===== config.mk =====
export PLATFORM = sky130hd
export DESIGN_NAME = bcd2bin_seq_flat
export DESIGN_NICKNAME = d
export VERILOG_FILES = /design/src/rtl/bcd2bin_seq_pkg.sv /design/src/rtl/bcd2bin_seq_if.sv /design/src/rtl/bcd2bin_seq_digit_adj.sv /design/src/rtl/bcd2bin_seq.sv /design/src/flat_wrapper.sv
export SDC_FILE = /design/constraint.sdc
export NUM_CORES = 1
export LEC_CHECK = 0
export CAP_MARGIN = 30
export CELL_PAD_IN_SITES_DETAIL_PLACEMENT = 0
export CELL_PAD_IN_SITES_GLOBAL_PLACEMENT = 1
export CORE_MARGIN = 5
export CORE_UTILIZATION = 54
export CTS_CLUSTER_SIZE = 24
export DETAILED_ROUTE_END_ITERATION = 8
export DONT_BUFFER_PORTS = 1
export PLACE_DENSITY = 0.87
export SLEW_MARGIN = 0
export SYNTH_ARGS = -nofsm -noshare
export SYNTH_HDL_FRONTEND = slang
export SYNTH_SLANG_ARGS = --single-unit

===== constraint.sdc =====
create_clock -name sysclk -period 3.1 [get_ports sysclk]
set_input_delay 0.465 -clock sysclk [delete_from_list [all_inputs] [get_ports sysclk]]
set_output_delay 0.465 -clock sysclk [all_outputs]
set_load 0.01 [all_outputs]

===== src/rtl/bcd2bin_seq_pkg.sv =====
// Shared constants for the sequential BCD-to-binary converter:
// digit count, result width, iteration count and FSM state encoding.
package bcd_pkg;

  // Number of BCD digits accepted per conversion.
  localparam int NDIG = 5;

  // Minimum binary width that holds 10**NDIG-1 (99999 needs 17 bits).
  localparam int BW = 17;

  // Width of the packed BCD register.
  localparam int BCDW = 4 * NDIG;

  // One reverse double-dabble step per result bit.
  localparam int NITER = BW;

  // Iteration counter width; must hold NITER-1.
  localparam int CW = 5;

  // Largest value a legal conversion can produce.
  localparam int unsigned MAX_BIN = 99999;

  // FSM state encoding.
  localparam logic [0:0] ST_IDLE  = 1'b0;
  localparam logic [0:0] ST_SHIFT = 1'b1;

  // A BCD nibble is illegal when it encodes a value above nine.
  function automatic logic digit_bad(input logic [3:0] digit);
    return (digit > 4'd9);
  endfunction

endpackage


===== src/rtl/bcd2bin_seq_if.sv =====
// Request/response bundle between a requester and the BCD-to-binary converter.
interface bcd2bin_seq_if;
  import bcd_pkg::*;

  logic          start;
  logic [3:0]    D5_in;
  logic [3:0]    D4_in;
  logic [3:0]    D3_in;
  logic [3:0]    D2_in;
  logic [3:0]    D1_in;
  logic          busy;
  logic          done;
  logic          err;
  logic [BW-1:0] bin_out;

  // Requester side: issues start with the digits, observes the result.
  modport master (
    output start, D5_in, D4_in, D3_in, D2_in, D1_in,
    input  busy, done, err, bin_out
  );

  // Converter side.
  modport slave (
    input  start, D5_in, D4_in, D3_in, D2_in, D1_in,
    output busy, done, err, bin_out
  );

endinterface


===== src/rtl/bcd2bin_seq_digit_adj.sv =====
// One-digit correction for reverse double dabble: after a right shift a
// nibble that reads 8 or more has received a carried-in "8" that is really
// worth 5 in decimal, so 3 is taken away.
module bcd_digit_adj (
  input  logic [3:0] digit_i,
  output logic [3:0] digit_o
);

  // Subtract 3 from any nibble at or above 8, pass the rest through.
  always_comb begin
    digit_o = digit_i;
    if (digit_i >= 4'd8) begin
      digit_o = digit_i - 4'd3;
    end
  end

endmodule


===== src/rtl/bcd2bin_seq.sv =====
// Sequential BCD-to-binary converter using reverse double dabble.
// A start in IDLE captures five BCD digits; SHIFT then runs one shift/adjust
// step per clock for BW clocks and publishes the binary result with a
// one-cycle done pulse. Illegal digits are rejected on the capture edge.
module bcd2bin_seq #(
  parameter int NDIG = bcd_pkg::NDIG,
  parameter int BW   = bcd_pkg::BW
) (
  input  logic                sysclk,
  input  logic                rst_n,
  bcd2bin_seq_if.slave        bus
);
  import bcd_pkg::*;

  localparam int DW = 4 * NDIG;

  logic [0:0]          state_q, state_d;
  logic [DW-1:0]       bcd_q, bcd_d;
  logic [BW-1:0]       bin_q, bin_d;
  logic [BW-1:0]       bin_out_q, bin_out_d;
  logic [CW-1:0]       cnt_q, cnt_d;
  logic                busy_q, busy_d;
  logic                done_q, done_d;
  logic                err_q, err_d;

  logic [DW-1:0]       bcd_in;
  logic                any_bad;
  logic [DW+BW-1:0]    shifted;
  logic [DW-1:0]       bcd_adj;
  logic [BW-1:0]       bin_step;
  logic                last_step;

  assign bcd_in = {bus.D5_in, bus.D4_in, bus.D3_in, bus.D2_in, bus.D1_in};

  // Flag the request when any incoming nibble is not a decimal digit.
  always_comb begin
    any_bad = 1'b0;
    for (int i = 0; i < NDIG; i++) begin
      if (digit_bad(bcd_in[4*i +: 4])) begin
        any_bad = 1'b1;
      end
    end
  end

  // Shift the combined {BCD, binary} register right; the BCD LSB falls into
  // the binary MSB.
  always_comb begin
    shifted  = {bcd_q, bin_q} >> 1;
    bin_step = shifted[BW-1:0];
  end

  // Correct each shifted BCD digit independently.
  for (genvar g = 0; g < NDIG; g++) begin : g_adj
    bcd_digit_adj u_adj (
      .digit_i (shifted[BW + 4*g +: 4]),
      .digit_o (bcd_adj[4*g +: 4])
    );
  end

  assign last_step = (cnt_q == CW'(NITER - 1));

  // Next-state and output logic for the IDLE/SHIFT controller.
  always_comb begin
    state_d   = state_q;
    bcd_d     = bcd_q;
    bin_d     = bin_q;
    bin_out_d = bin_out_q;
    cnt_d     = cnt_q;
    busy_d    = busy_q;
    done_d    = 1'b0;
    err_d     = err_q;

    case (state_q)
      ST_IDLE: begin
        if (bus.start) begin
          if (any_bad) begin
            done_d = 1'b1;
            err_d  = 1'b1;
            busy_d = 1'b0;
          end else begin
            bcd_d   = bcd_in;
            bin_d   = '0;
            cnt_d   = '0;
            busy_d  = 1'b1;
            err_d   = 1'b0;
            state_d = ST_SHIFT;
          end
        end
      end

      ST_SHIFT: begin
        bcd_d = bcd_adj;
        bin_d = bin_step;
        cnt_d = cnt_q + CW'(1);
        if (last_step) begin
          bin_out_d = bin_step;
          done_d    = 1'b1;
          busy_d    = 1'b0;
          state_d   = ST_IDLE;
        end
      end

      default: begin
        state_d = ST_IDLE;
        busy_d  = 1'b0;
      end
    endcase
  end

  // State registers with asynchronous active-low clear.
  always_ff @(posedge sysclk or negedge rst_n) begin
    if (!rst_n) begin
      state_q   <= ST_IDLE;
      bcd_q     <= '0;
      bin_q     <= '0;
      bin_out_q <= '0;
      cnt_q     <= '0;
      busy_q    <= 1'b0;
      done_q    <= 1'b0;
      err_q     <= 1'b0;
    end else begin
      state_q   <= state_d;
      bcd_q     <= bcd_d;
      bin_q     <= bin_d;
      bin_out_q <= bin_out_d;
      cnt_q     <= cnt_d;
      busy_q    <= busy_d;
      done_q    <= done_d;
      err_q     <= err_d;
    end
  end

  assign bus.busy    = busy_q;
  assign bus.done    = done_q;
  assign bus.err     = err_q;
  assign bus.bin_out = bin_out_q;

  // A published result can never exceed the largest five-digit decimal.
  a_bin_range : assert property (@(posedge sysclk) disable iff (!rst_n)
    bin_out_q <= BW'(MAX_BIN));

endmodule


===== src/flat_wrapper.sv =====
// flat-port wrapper written by rule: the top's interface ports become plain ports
module bcd2bin_seq_flat import bcd_pkg::*;
#(
  parameter int NDIG = bcd_pkg::NDIG,
  parameter int BW   = bcd_pkg::BW
)
  (sysclk, rst_n, bus_start, bus_D5_in, bus_D4_in, bus_D3_in, bus_D2_in, bus_D1_in, bus_busy, bus_done, bus_err, bus_bin_out);
  bcd2bin_seq_if bus_i ();
  input  logic sysclk;
  input  logic rst_n;
  input wire logic [$bits(bus_i.start)-1:0] bus_start;
  input wire logic [$bits(bus_i.D5_in)-1:0] bus_D5_in;
  input wire logic [$bits(bus_i.D4_in)-1:0] bus_D4_in;
  input wire logic [$bits(bus_i.D3_in)-1:0] bus_D3_in;
  input wire logic [$bits(bus_i.D2_in)-1:0] bus_D2_in;
  input wire logic [$bits(bus_i.D1_in)-1:0] bus_D1_in;
  output wire logic [$bits(bus_i.busy)-1:0] bus_busy;
  output wire logic [$bits(bus_i.done)-1:0] bus_done;
  output wire logic [$bits(bus_i.err)-1:0] bus_err;
  output wire logic [$bits(bus_i.bin_out)-1:0] bus_bin_out;
  assign bus_i.start = bus_start;
  assign bus_i.D5_in = bus_D5_in;
  assign bus_i.D4_in = bus_D4_in;
  assign bus_i.D3_in = bus_D3_in;
  assign bus_i.D2_in = bus_D2_in;
  assign bus_i.D1_in = bus_D1_in;
  assign bus_busy = bus_i.busy;
  assign bus_done = bus_i.done;
  assign bus_err = bus_i.err;
  assign bus_bin_out = bus_i.bin_out;
  bcd2bin_seq #(.NDIG(NDIG), .BW(BW)) u_core (.sysclk(sysclk), .rst_n(rst_n), .bus(bus_i));
endmodule

==> metrics.yaml <==
timing:
  fin_skew_ns: 0.00358
  clock.fmax_ghz: 0.588
  rsz0062_at_grt: "false"
  whs_ns: 0.267
  finalMaxSlewViolations: 0
  max_slew_margin_pct: 43.5
  finalSetupTns_ns: 0
  worst_slack_ns: 1.40
  timing.final.crit_period_ns: 1.70
  tightest_slew_ns: 0.847
  setup_viol: 0
  finalCritPeriodShare_pct: 54.8
  final_hold_viol_count: 0
worst_setup_path:
  criticalPathCategory: "flip-flop to flip-flop"
  slowest_stage: "o21ba_2"
  end_kind: "flip-flop"
  start_kind: "flip-flop"
  crit_chain: "o21ba_2 > mux2_2"
  critPathRequiredTime_ns: 3.32
  critPathMaxStageDelay_ns: 0.80
  worstPathMaxFanout: 40
  worstPathArrival_ns: 1.92
  reg2reg_slack_ns: 1.40
route:
  routed-via-count: 1765
  initialDrtViolationCount: 166
  drt_first_pass_iters: 4
  drt_wl_total_um: 5080
  via_per_inst: 5.75
  post_drt_wl_per_cell_um: 16.5
  ant_nets: 0
  drc: 0
grt:
  grt_antenna_before_repair: 0
  grt_pass1_vias: 1811
  grtUsageTotal_pct: 17.3
  grt_first_pass_wirelength_um: 8720
  gr-total-overflow: 0
  grt_max_degree: 63
yosys:
  syn-num-nets: 262
  yosysTopAreaCell: "dfrtp_1"
  ys_warn_count: 0
  synth_top_flop_cell: "dfrtp_1"
  syn_inst: 229
  ys_seq_area_share_pct: 55.5
  synth.distinct_cells: 27
  synth_edf_count: 0
  synthTopCellsByArea: "dfrtp_1, mux2_2, a22o_1"
  yosysTopAreaCellShare_pct: 55.5
  avgSynthCellArea_um2: 12.2
  syn_area_um2: 2800
  synthArstFlopShare_pct: 100
  ys_ff_latch: 62
floorplan:
  start_util_pct: 55.1
  io_pins: 43
  dieHeight_um: 82.0
  die_w_um: 82.0
  die-area_um2: 6720
  rows: 26
  core-area_um2: 5070
placement:
  post_dp_cell_area_um2: 2850
  post-place-ws_ns: 1.11
  place_congestion: 0.722
  hpwl_um: 3280
  portBuffers: 0
clock_tree:
  cts_tree: "done"
  numCtsBuffers: 9
  clk_path_buf_depth: 2
  clock_tree.root_cell: "clkbuf_8"
  path_clk_slew_ns: 0.07
  htreeDepth: 3
  worstSkewPairLatency_ns: 0.33
  cts.repair.resized: 0
  cts_sinks: 62
pwr:
  powerDensity_nw_per_um2: 1050
  p_leak_nw: 1.53
  peakVddDrop_v: 0.000398
  power_w: 0.00327
flow_run:
  drv_cap: 0
cells_and_area:
  diodes: 0
  layout-drive-gt1-share_pct: 18.6
  fin_area_um2: 3100
  area_growth_pct: 10.9
  nets: 265
worst_hold_path:
  hp-class: "input port to flip-flop"
outcome:
  status: "complete, no violations"
[critical path, delay by kind of cell (launching register included)]
family          cells  cell delay, ns
compound gates      1            0.80
mux                 1            0.41
flops               1            0.38
[layout make-up]
| class | instances | area, um^2 |
|---|---|---|
| Sequential cell | 62 | 1550 |
| Inverter | 25 | 93.8 |
| Clock buffer | 12 | 155 |
| Timing Repair Buffer | 5 | 60.1 |
| Clock inverter | 4 | 55.1 |
| Fill cell | 427 | 1970 |
| Tap cell | 70 | 87.6 |
| Multi-Input combinational cell | 129 | 1100 |
[where the power goes]
group | internal [W] | switching [W]
combinational | 0.000568 | 0.000469
clock | 0.000418 | 0.000316
sequential | 0.00115 | 0.000343
total | 0.00214 | 0.00113
[layout by cell type (no fill, tap or decap)]
cell,n
nand3_1,4
mux2i_1,4
a31o_2,1
dfrtp_1,62
a21boi_0,2
buf_4,3
a221o_1,11
buf_16,1
nand2b_1,3
a21o_1,2
mux2_2,22
inv_1,25
bufinv_16,1
a22o_1,19
nor2_1,6
nor2b_1,4
clkinvlp_4,1
nand2_1,2
ha_1,10
xor2_1,6
o21ba_2,1
nor3_2,1
clkinv_4,2
a21oi_1,2
dlygate4sd3_1,1
clkbuf_8,11
or3_1,2
a222oi_1,5
o21ai_0,11
nand4_1,3
clkbuf_1,1
xnor2_1,3
and2_1,5
[kinds of logic (layout without fill, tap and decap cells)]
| logic type | after synthesis | count (layout) | synth area share (%) |
|---|---|---|---|
| buffers and inverters | 38 | 46 | 5.41 |
| flip-flops | 62 | 62 | 55.5 |
| AO/OA/AOI/OAI | 54 | 54 | 15.7 |
| XOR/XNOR | 9 | 9 | 2.82 |
| AND/OR/NAND/NOR | 30 | 30 | 5.77 |
| multiplexers | 26 | 26 | 10.3 |
| adder cells (fa/ha/maj) | 10 | 10 | 4.47 |
[layer usage]
layer  global-route usage [%]  share of wire, %  vias to the layer above
li1                         -                 -                      824
met1                     24.2                47                      876
met2                     24.1                44                       55
met3                     5.15               6.8                       10
met4                     8.97               1.9                        0
met5                        0                 0                        -
[synth_stat cells (3+ instances only)]
cell / n
a222oi_1: 5
a22o_1: 19
nor2b_1: 4
nand2b_1: 3
a221o_1: 11
xor2_1: 6
buf_2: 7
ha_1: 10
xnor2_1: 3
o21ai_0: 11
and2_1: 5
mux2i_1: 4
nand3_1: 4
clkbuf_1: 6
nand4_1: 3
inv_1: 25
nor2_1: 6
dfrtp_1: 62
mux2_2: 22
[path summary, 6_finish.rpt]
check,startpoint,depth (start not counted),endpoint
max in group asynchronous,rst_n,2,u_core.bus.bin_out[5]
min in group asynchronous,rst_n,2,u_core.bus.bin_out[11]
setup / recovery,u_core.state_q,2,u_core.bcd_q[7]
hold reg to reg,u_core.bcd_q[19],1,u_core.bcd_q[19]
hold / removal,bus_D5_in[3],1,u_core.bcd_q[19]
setup reg to reg,u_core.state_q,2,u_core.bcd_q[7]
[flip-flops by register name, summed over array words and instances (netlist names)]
| name | flops |
|---|---|
| u_core.bcd_q | 20 |
| u_core.bin_q | 16 |
| u_core.bus.bin_out | 17 |
| u_core.bus.busy | 1 |
| u_core.bus.done | 1 |
| u_core.bus.err | 1 |
| u_core.cnt_q | 5 |
| u_core.state_q | 1 |
[through the flow]
stage	std cells	util (%)
2_1_floorplan	229	-
3_3_place_gp	289	56.2
3_5_place_dp	289	56.2
4_1_cts	307	61.1
5_1_grt	307	61.1
6_report	307	61.1
[what timing repair did]
action / 4_1_cts / 5_1_grt
setup buffers: 0 / 0
hold endpoints to repair: 62 / 0
hold buffers: 2 / 0
Note: power is estimated with default switching activity, not from simulation.
